**src/rtl/leaf_sched_pkg.sv**
```systemverilog
// Shared definitions for the leaf round-robin scheduler: default sizing
// constants and the scheduler state encoding.
package leaf_sched_pkg;

    localparam int DEF_NUM_REQ  = 5;
    localparam int DEF_HOLD_MAX = 16;
    localparam int DEF_CNT_W    = 16;
    localparam int DEF_IDX_W    = $clog2(DEF_NUM_REQ);

    typedef enum logic [1:0] {
        IDLE  = 2'd0,
        GRANT = 2'd1,
        GAP   = 2'd2
    } sched_state_t;

endpackage

```
**src/rtl/leaf_rr_pick.sv**
```systemverilog
// Rotating priority encoder: finds the first set request at or after the
// pointer, wrapping from the last requester back to requester 0.
module leaf_rr_pick
    import leaf_sched_pkg::*;
#(
    parameter int NUM_REQ = DEF_NUM_REQ,
    parameter int IDX_W   = DEF_IDX_W
) (
    input  logic [NUM_REQ-1:0] i_req,
    input  logic [IDX_W-1:0]   i_ptr,
    output logic               o_valid,
    output logic [IDX_W-1:0]   o_idx
);

    logic [IDX_W:0] w_cand;

    // Walk candidates in rotated order; the first hit wins and later hits are ignored.
    always_comb begin
        o_valid = 1'b0;
        o_idx   = '0;
        w_cand  = '0;
        for (int i = 0; i < NUM_REQ; i++) begin
            w_cand = {1'b0, i_ptr} + (IDX_W+1)'(i);
            if (w_cand >= (IDX_W+1)'(NUM_REQ)) begin
                w_cand = w_cand - (IDX_W+1)'(NUM_REQ);
            end
            if (!o_valid && i_req[w_cand[IDX_W-1:0]]) begin
                o_valid = 1'b1;
                o_idx   = w_cand[IDX_W-1:0];
            end
        end
    end

endmodule

```
**src/rtl/leaf_rr_scheduler.sv**
```systemverilog
// Round-robin scheduler sharing one downstream resource between the leaf
// instances of a hierarchy node. One owner at a time; a grant ends on
// release, on request drop, or when the hold limit expires, and is always
// followed by a single idle gap cycle before the next grant.
module leaf_rr_scheduler
    import leaf_sched_pkg::*;
#(
    parameter int NUM_REQ  = DEF_NUM_REQ,
    parameter int HOLD_MAX = DEF_HOLD_MAX,
    parameter int CNT_W    = DEF_CNT_W
) (
    input  logic                       clk,
    input  logic                       rst,
    input  logic [NUM_REQ-1:0]         req,
    input  logic [NUM_REQ-1:0]         rel,
    output logic [NUM_REQ-1:0]         gnt,
    output logic [$clog2(NUM_REQ)-1:0] gnt_idx,
    output logic                       busy,
    output logic                       timeout,
    output logic [CNT_W-1:0]           grant_cnt
);

    localparam int IDX_W  = $clog2(NUM_REQ);
    localparam int HOLD_W = $clog2(HOLD_MAX);

    sched_state_t       r_state;
    logic [IDX_W-1:0]   r_ptr;
    logic [NUM_REQ-1:0] r_gnt;
    logic [IDX_W-1:0]   r_idx;
    logic [HOLD_W-1:0]  r_hold;
    logic               r_timeout;
    logic [CNT_W-1:0]   r_cnt;

    sched_state_t       w_state_nxt;
    logic [IDX_W-1:0]   w_ptr_nxt;
    logic [NUM_REQ-1:0] w_gnt_nxt;
    logic [IDX_W-1:0]   w_idx_nxt;
    logic [HOLD_W-1:0]  w_hold_nxt;
    logic               w_timeout_nxt;
    logic [CNT_W-1:0]   w_cnt_nxt;

    logic               w_pick_valid;
    logic [IDX_W-1:0]   w_pick_idx;
    logic               w_own_req;
    logic               w_own_rel;
    logic               w_at_limit;

    leaf_rr_pick #(
        .NUM_REQ (NUM_REQ),
        .IDX_W   (IDX_W)
    ) u_pick (
        .i_req   (req),
        .i_ptr   (r_ptr),
        .o_valid (w_pick_valid),
        .o_idx   (w_pick_idx)
    );

    assign w_own_req  = req[r_idx];
    assign w_own_rel  = rel[r_idx];
    assign w_at_limit = (r_hold == HOLD_W'(HOLD_MAX - 1));

    // Next-state logic: arbitrate in IDLE/GAP, supervise the owner in GRANT.
    always_comb begin
        w_state_nxt   = r_state;
        w_ptr_nxt     = r_ptr;
        w_gnt_nxt     = r_gnt;
        w_idx_nxt     = r_idx;
        w_hold_nxt    = r_hold;
        w_timeout_nxt = 1'b0;
        w_cnt_nxt     = r_cnt;
        case (r_state)
            IDLE, GAP: begin
                w_gnt_nxt = '0;
                if (w_pick_valid) begin
                    w_state_nxt = GRANT;
                    w_gnt_nxt   = NUM_REQ'(1) << w_pick_idx;
                    w_idx_nxt   = w_pick_idx;
                    w_hold_nxt  = '0;
                    if (r_cnt != {CNT_W{1'b1}}) begin
                        w_cnt_nxt = r_cnt + CNT_W'(1);
                    end
                end else begin
                    w_state_nxt = IDLE;
                end
            end
            GRANT: begin
                w_hold_nxt = r_hold + HOLD_W'(1);
                if (w_own_rel || !w_own_req || w_at_limit) begin
                    w_state_nxt   = GAP;
                    w_gnt_nxt     = '0;
                    w_hold_nxt    = '0;
                    w_ptr_nxt     = (r_idx == IDX_W'(NUM_REQ - 1)) ? '0 : r_idx + IDX_W'(1);
                    w_timeout_nxt = w_at_limit && w_own_req && !w_own_rel;
                end
            end
            default: begin
                w_state_nxt = IDLE;
                w_gnt_nxt   = '0;
            end
        endcase
    end

    // State and output registers with synchronous reset.
    always_ff @(posedge clk) begin
        if (rst) begin
            r_state   <= IDLE;
            r_ptr     <= '0;
            r_gnt     <= '0;
            r_idx     <= '0;
            r_hold    <= '0;
            r_timeout <= 1'b0;
            r_cnt     <= '0;
        end else begin
            r_state   <= w_state_nxt;
            r_ptr     <= w_ptr_nxt;
            r_gnt     <= w_gnt_nxt;
            r_idx     <= w_idx_nxt;
            r_hold    <= w_hold_nxt;
            r_timeout <= w_timeout_nxt;
            r_cnt     <= w_cnt_nxt;
        end
    end

    assign gnt       = r_gnt;
    assign gnt_idx   = r_idx;
    assign busy      = (r_state == GRANT);
    assign timeout   = r_timeout;
    assign grant_cnt = r_cnt;

endmodule

```
**config.mk**
```make
export PLATFORM = sky130hd
export DESIGN_NAME = leaf_rr_scheduler
export DESIGN_NICKNAME = d
export VERILOG_FILES = /design/src/rtl/leaf_sched_pkg.sv /design/src/rtl/leaf_rr_pick.sv /design/src/rtl/leaf_rr_scheduler.sv
export SDC_FILE = /design/constraint.sdc
export NUM_CORES = 1
export LEC_CHECK = 0
export ABC_CLOCK_PERIOD_IN_PS = 10500
export CORE_ASPECT_RATIO = 0.7
export CORE_MARGIN = 2
export CORE_UTILIZATION = 60
export CTS_CLUSTER_SIZE = 28
export DETAILED_ROUTE_END_ITERATION = 6
export GPL_TIMING_DRIVEN = 0
export PLACE_DENSITY_LB_ADDON = 0.25
export SLEW_MARGIN = 0
export SYNTH_ARGS = -nofsm -noshare
export SYNTH_HDL_FRONTEND = slang
export SYNTH_HIERARCHICAL = 1
export SYNTH_SLANG_ARGS = --single-unit
```
**constraint.sdc**
```tcl
create_clock -name clk -period 10.5 [get_ports clk]
set_input_delay 1.05 -clock clk [delete_from_list [all_inputs] [get_ports clk]]
set_output_delay 1.05 -clock clk [all_outputs]
set_load 0.03 [all_outputs]
```
-- Word-level counts from Yosys, hierarchy flattened
Cells that the tools add are included.
- register bits after elaboration: 34
- bits of input ports: 12
- output and inout port bits: 26
- word-level logic and storage cells: 101
- add/sub/neg operators: 12
- magnitude comparators: 11
- equality and inequality tests: 7
- shift-type cells: 1
- muxes and demuxes: 39
- bitwise operators: 2
- reductions and logical operators: 22
- operator list (cell ; number):
    3-bit two-way mux ; 11
    3-bit by 4-bit < comparator with 1-bit output, second input constant ; 6
    1-bit binary-select mux with 3-bit select ; 7
    16-bit by 1-bit adder with 16-bit output, second input constant ; 1
    4-bit by 3-bit >= comparator with 1-bit output, second input constant ; 4
    16-bit inequality test, second input constant ; 1
    3-bit subtractor, second input constant ; 5
    1-bit two-way mux ; 13
    5-bit two-way mux ; 2
    5-bit case mux with 2 select lines ; 1
    3-bit by 2-bit adder with 4-bit output, second input constant ; 2
    4-bit two-way mux ; 2
    4-bit case mux with 2 select lines ; 1
    1-bit logical AND ; 6
    1-bit logical NOT ; 6
    2-bit AND reduction ; 3
    1-bit by 3-bit left shift with 5-bit output, first input constant ; 1
    3-bit by 1-bit adder with 4-bit output, second input constant ; 1
    3-bit by 3-bit adder with 4-bit output, second input constant ; 1
    4-bit by 1-bit adder with 4-bit output, second input constant ; 1
    4-bit == test, second input constant ; 1
    2-bit by 1-bit inequality test with 1-bit output, second input constant ; 2
    2-bit case mux with 2 select lines ; 1
    3-bit by 1-bit adder with 3-bit output, second input constant ; 1
    other kinds (12) ; 14

-- Longest topological paths before layout
- depth in word-level cells: 20
- mapped depth: 15
- mapped depth without buffers: 14

-- Cells and area by module
The synthesis kept the hierarchy.
- by module, submodules not included (module ; instances ; cells an instance ; area each (um^2)):
    leaf_rr_scheduler ; 1 ; 187 ; 1712.9
    leaf_rr_pick ; 1 ; 135 ; 1094.8

-- Worst setup path before layout
Ideal clock, no wire load.
- kind: reg2reg
- start: register r_ptr[0]
- end: register r_cnt[15], in the netlist grant_cnt[15]
- setup time: 0.121 ns
- arrival time: 3.523 ns
- setup slack: 6.856 ns
- stages on the path, launching flop included: 16
- buffers on the path: 1
- clock period less this slack: 3.644 ns
- cells stage by stage: dfxtp_1 buf_4 inv_4 ha_1 inv_1 fa_1 a21oi_2 mux2i_2 mux2i_1 nor3b_4 nor3_1 nand3_1 nor2b_1 nand4_1 nor4_1 mux2_2
- longest elaborated chain between the ends: 18
- elaborated cells on any way between the ends: 43
- ends and longest elaborated chain (what ; RTL line ; RTL):
    from (decl) ; leaf_rr_scheduler.sv:27 ; logic [IDX_W-1:0] r_ptr;
    from (signal assigned) ; leaf_rr_scheduler.sv:115 ; r_ptr <= w_ptr_nxt;
    parallel branches: the longest is 16 deep, another holds 3-bit by 1-bit adder with 4-bit output ; -- ;
    1-bit two-way mux * ; leaf_rr_pick.sv:27 ; if (!o_valid && i_req[w_cand[IDX_W-1:0]]) begin
    named net w_pick_valid ; leaf_rr_scheduler.sv:42 ; logic w_pick_valid;
    3-bit AND reduction (no source line) * ; -- ;
    to (signal assigned) ; leaf_rr_scheduler.sv:120 ; r_cnt <= w_cnt_nxt;
    to (decl) ; leaf_rr_scheduler.sv:32 ; logic [CNT_W-1:0] r_cnt;
Mark *: on every way through the listed nets, which the timed path passes. The select of a mux whose other input is x is not followed.
A chain may end at the register's enable or synchronous reset.

-- Final worst setup path
Ends and elaborated chain as after synthesis.

==> results.sh <==
export IMPL_crit_type="flip-flop to flip-flop"
export IMPL_synth_top_area_cell="dfxtp_1"
export IMPL_die_area_um2=5250
export IMPL_setup_violations=0
export IMPL_final_cells=421
export IMPL_port_buffers=37
export IMPL_num_vias=2697
export IMPL_cts_buffers=5
export IMPL_fin_nets=391
export IMPL_holdWs_ps=466
export IMPL_cp_slowest_cell="fa_1"
export IMPL_synth_distinct_cells=84
export IMPL_start_kind="flip-flop"
export IMPL_dieWidth_um=85.8
export IMPL_place_ws_ps=6310
export IMPL_clk_latency_ps=280
export IMPL_grt_pass1_wl_um=12100
export IMPL_synth_area_um2=2810
export IMPL_grt_pass1_vias=2463
export IMPL_sequential_cell_area_um2=681
export IMPL_maxCapViolations=0
export IMPL_start_util=0.634
export IMPL_crit_path_max_incr_delay_ps=410
export IMPL_ys_seq_elements=34
export IMPL_grt_usage=0.296
export IMPL_dp_cells=414
export IMPL_max_clock_path_buffers=2
export IMPL_post_dp_hpwl_um=5580
export IMPL_avgRoutedWirePerCell_um=17.3
export IMPL_drc=2
export IMPL_cts_resized=0
export IMPL_drt_pass1_iterations=7
export IMPL_multi_input_area_um2=2000
export IMPL_rows=20
export IMPL_end_kind="flip-flop"
export IMPL_ant_nets=0
export IMPL_rr_worst_depth=15
export IMPL_rsz0062_at_grt="false"
export IMPL_hold_path_class="flip-flop to flip-flop"
export IMPL_synth_top_cell_area_share=0.242
export IMPL_p_total_mw=0.818
export IMPL_path_clk_slew_ps=70
export IMPL_fill_cells=321
export IMPL_area_delta_synth_final_pct=19.7
export IMPL_die_h_um=61.2
export IMPL_final_cell_mix="clkdlybuf4s50_1 (37), dfxtp_1 (34), nand2_1 (24), nor2_1 (23), a21oi_1 (16)"
export IMPL_slew_headroom=0.407
export IMPL_fin_skew_ps=7.26
export IMPL_place_congestion=0.953
export IMPL_cts_tree="yes"
export IMPL_violations="DRC"
export IMPL_vias_per_cell=6.41
export IMPL_grt_start_max_net_pins=11
export IMPL_antenna_found_initial=0
export IMPL_path_cells="buf_4 > inv_4 > ha_1 > inv_1 > fa_1 > a21oi_2 > mux2i_2 > mux2i_1 > nor3b_4 > nor3_1 > nand3_1 > nor2b_1 > nand4_1 > nor4_1 > mux2_2"
export IMPL_drt_first_iter_violations=269
export IMPL_core_um2=4430
export IMPL_min_path_cells=1
export IMPL_yosys_top_cells_area="dfxtp_1 (24%), ha_1 (5.3%), mux2i_1 (4.3%)"
export IMPL_cts_sinks=34
export IMPL_synth_ff_type="dfxtp_1"
export IMPL_crit_arrival_ps=4460
export IMPL_diodes=0
export IMPL_fin_ws_ps=6210
export IMPL_ys_seq_area_frac=0.242
export IMPL_tightest_slew_ps=882
export IMPL_fin_area_um2=3360
export IMPL_post_cts_buffers=0
export IMPL_place_area_um2=3250
export IMPL_post_route_util=0.758
export IMPL_peakVddDrop_mv=0.173
export IMPL_status="finished, violations left"
export IMPL_drive_above_1_share=0.128
export IMPL_crit_path_max_fanout=10
export IMPL_grt_ovfl_total=0
export IMPL_synth_edf_count=0
export IMPL_wirelength_um=7270
export IMPL_period_needed_ps=4290
export IMPL_ys_async_sr_fraction=0
export IMPL_required_ps=10670
export IMPL_fin_tns_setup_ps=0
export IMPL_postSynthCellCount=322
export IMPL_hold_viol=0
export IMPL_p_leak_nw=1.22
export IMPL_cts_hold_buf=0
export IMPL_layout_commonest_cell="clkdlybuf4s50_1"
export IMPL_avgSynthCellArea_um2=8.72
export IMPL_cts_root_buffer="clkbuf_8"
export IMPL_htree_levels=2
export IMPL_p_per_area_nw_per_um2=244
export IMPL_synth_net_count=347
export IMPL_maxSlewViolCount=0
export IMPL_timing_final_crit_share=0.408
export IMPL_boundaryPins=38
export IMPL_timing_fmax_ghz=0.233
export IMPL_yosysWarnings=6
[final cells by class]
| type | count | share of cell area |
|---|---|---|
| Clock buffer | 6 | 0.0246 |
| Tap cell | 55 | 0.0205 |
| Buffer | 11 | 0.0197 |
| Inverter | 15 | 0.0175 |
| Sequential cell | 34 | 0.203 |
| Multi-Input combinational cell | 262 | 0.596 |
| Clock inverter | 1 | 0.00894 |
| Timing Repair Buffer | 37 | 0.110 |
[layer usage]
layer | GRT usage | wire [um] | up-vias | share of wire
li1 | - | - | 1302 | -
met1 | 0.445 | 3550 | 1251 | 0.49
met2 | 0.432 | 2910 | 139 | 0.40
met3 | 0.0791 | 792 | 5 | 0.11
met4 | 0.0454 | 23 | 0 | 0.0032
met5 | 0 | 0 | - | 0
[cell families after synthesis]
group,after synthesis,synth area share
XOR/XNOR,8,0.0250
adder cells (fa/ha/maj),13,0.0606
AO/OA/AOI/OAI,76,0.212
AND/OR/NAND/NOR,141,0.323
multiplexers,24,0.0931
flip-flops,34,0.242
buffers and inverters,26,0.0446
[state kept, by name, summed over array words and instances (netlist names)]
| signal | count |
|---|---|
| gnt_idx | 3 |
| timeout | 1 |
| gnt | 5 |
| r_ptr | 3 |
| r_hold | 4 |
| r_state | 2 |
| grant_cnt | 16 |
[path summary, 6_finish.rpt]
check / start / endpoint / slack [ps]
setup / recovery: r_ptr[0] / grant_cnt[15] / 6210
hold / removal: gnt[1] / gnt[1] / 470
setup reg to reg: r_ptr[0] / grant_cnt[15] / 6210
hold reg to reg: gnt[1] / gnt[1] / 470
[worst max-delay path: cells and delay by family, from the launching register on]
family                   cells  cell delay [ps]
buffers and inverters        3              370
multiplexers                 3              880
AND/OR/NAND/NOR              6             1780
flip-flops                   1              340
adder cells (fa/ha/maj)      2              570
AO/OA/AOI/OAI                1              200
[synth_stat cells (3+ instances only)]
library cell / instances
inv_1: 13
and4_1: 4
ha_1: 12
dfxtp_1: 34
mux2i_1: 12
or3_1: 3
a21oi_1: 16
and3_1: 4
nand2b_1: 12
nor2_1: 23
a32o_1: 3
nor3_1: 8
nand4_1: 8
a31oi_1: 3
a211oi_1: 9
mux2_2: 9
clkbuf_1: 3
a22o_1: 3
xnor2_1: 7
o21ai_0: 10
nor2b_1: 11
nor4b_1: 3
nand2_1: 24
nor4_1: 6
nand3_1: 5
[report_power, final]
group / leakage [nW] / total, mW / internal [mW] / switching (mW)
clock: 0.0573 / 0.123 / 0.0759 / 0.0471
sequential: 0.276 / 0.170 / 0.149 / 0.0205
combinational: 0.889 / 0.526 / 0.210 / 0.316
Note: power is estimated with default switching activity, not from simulation.
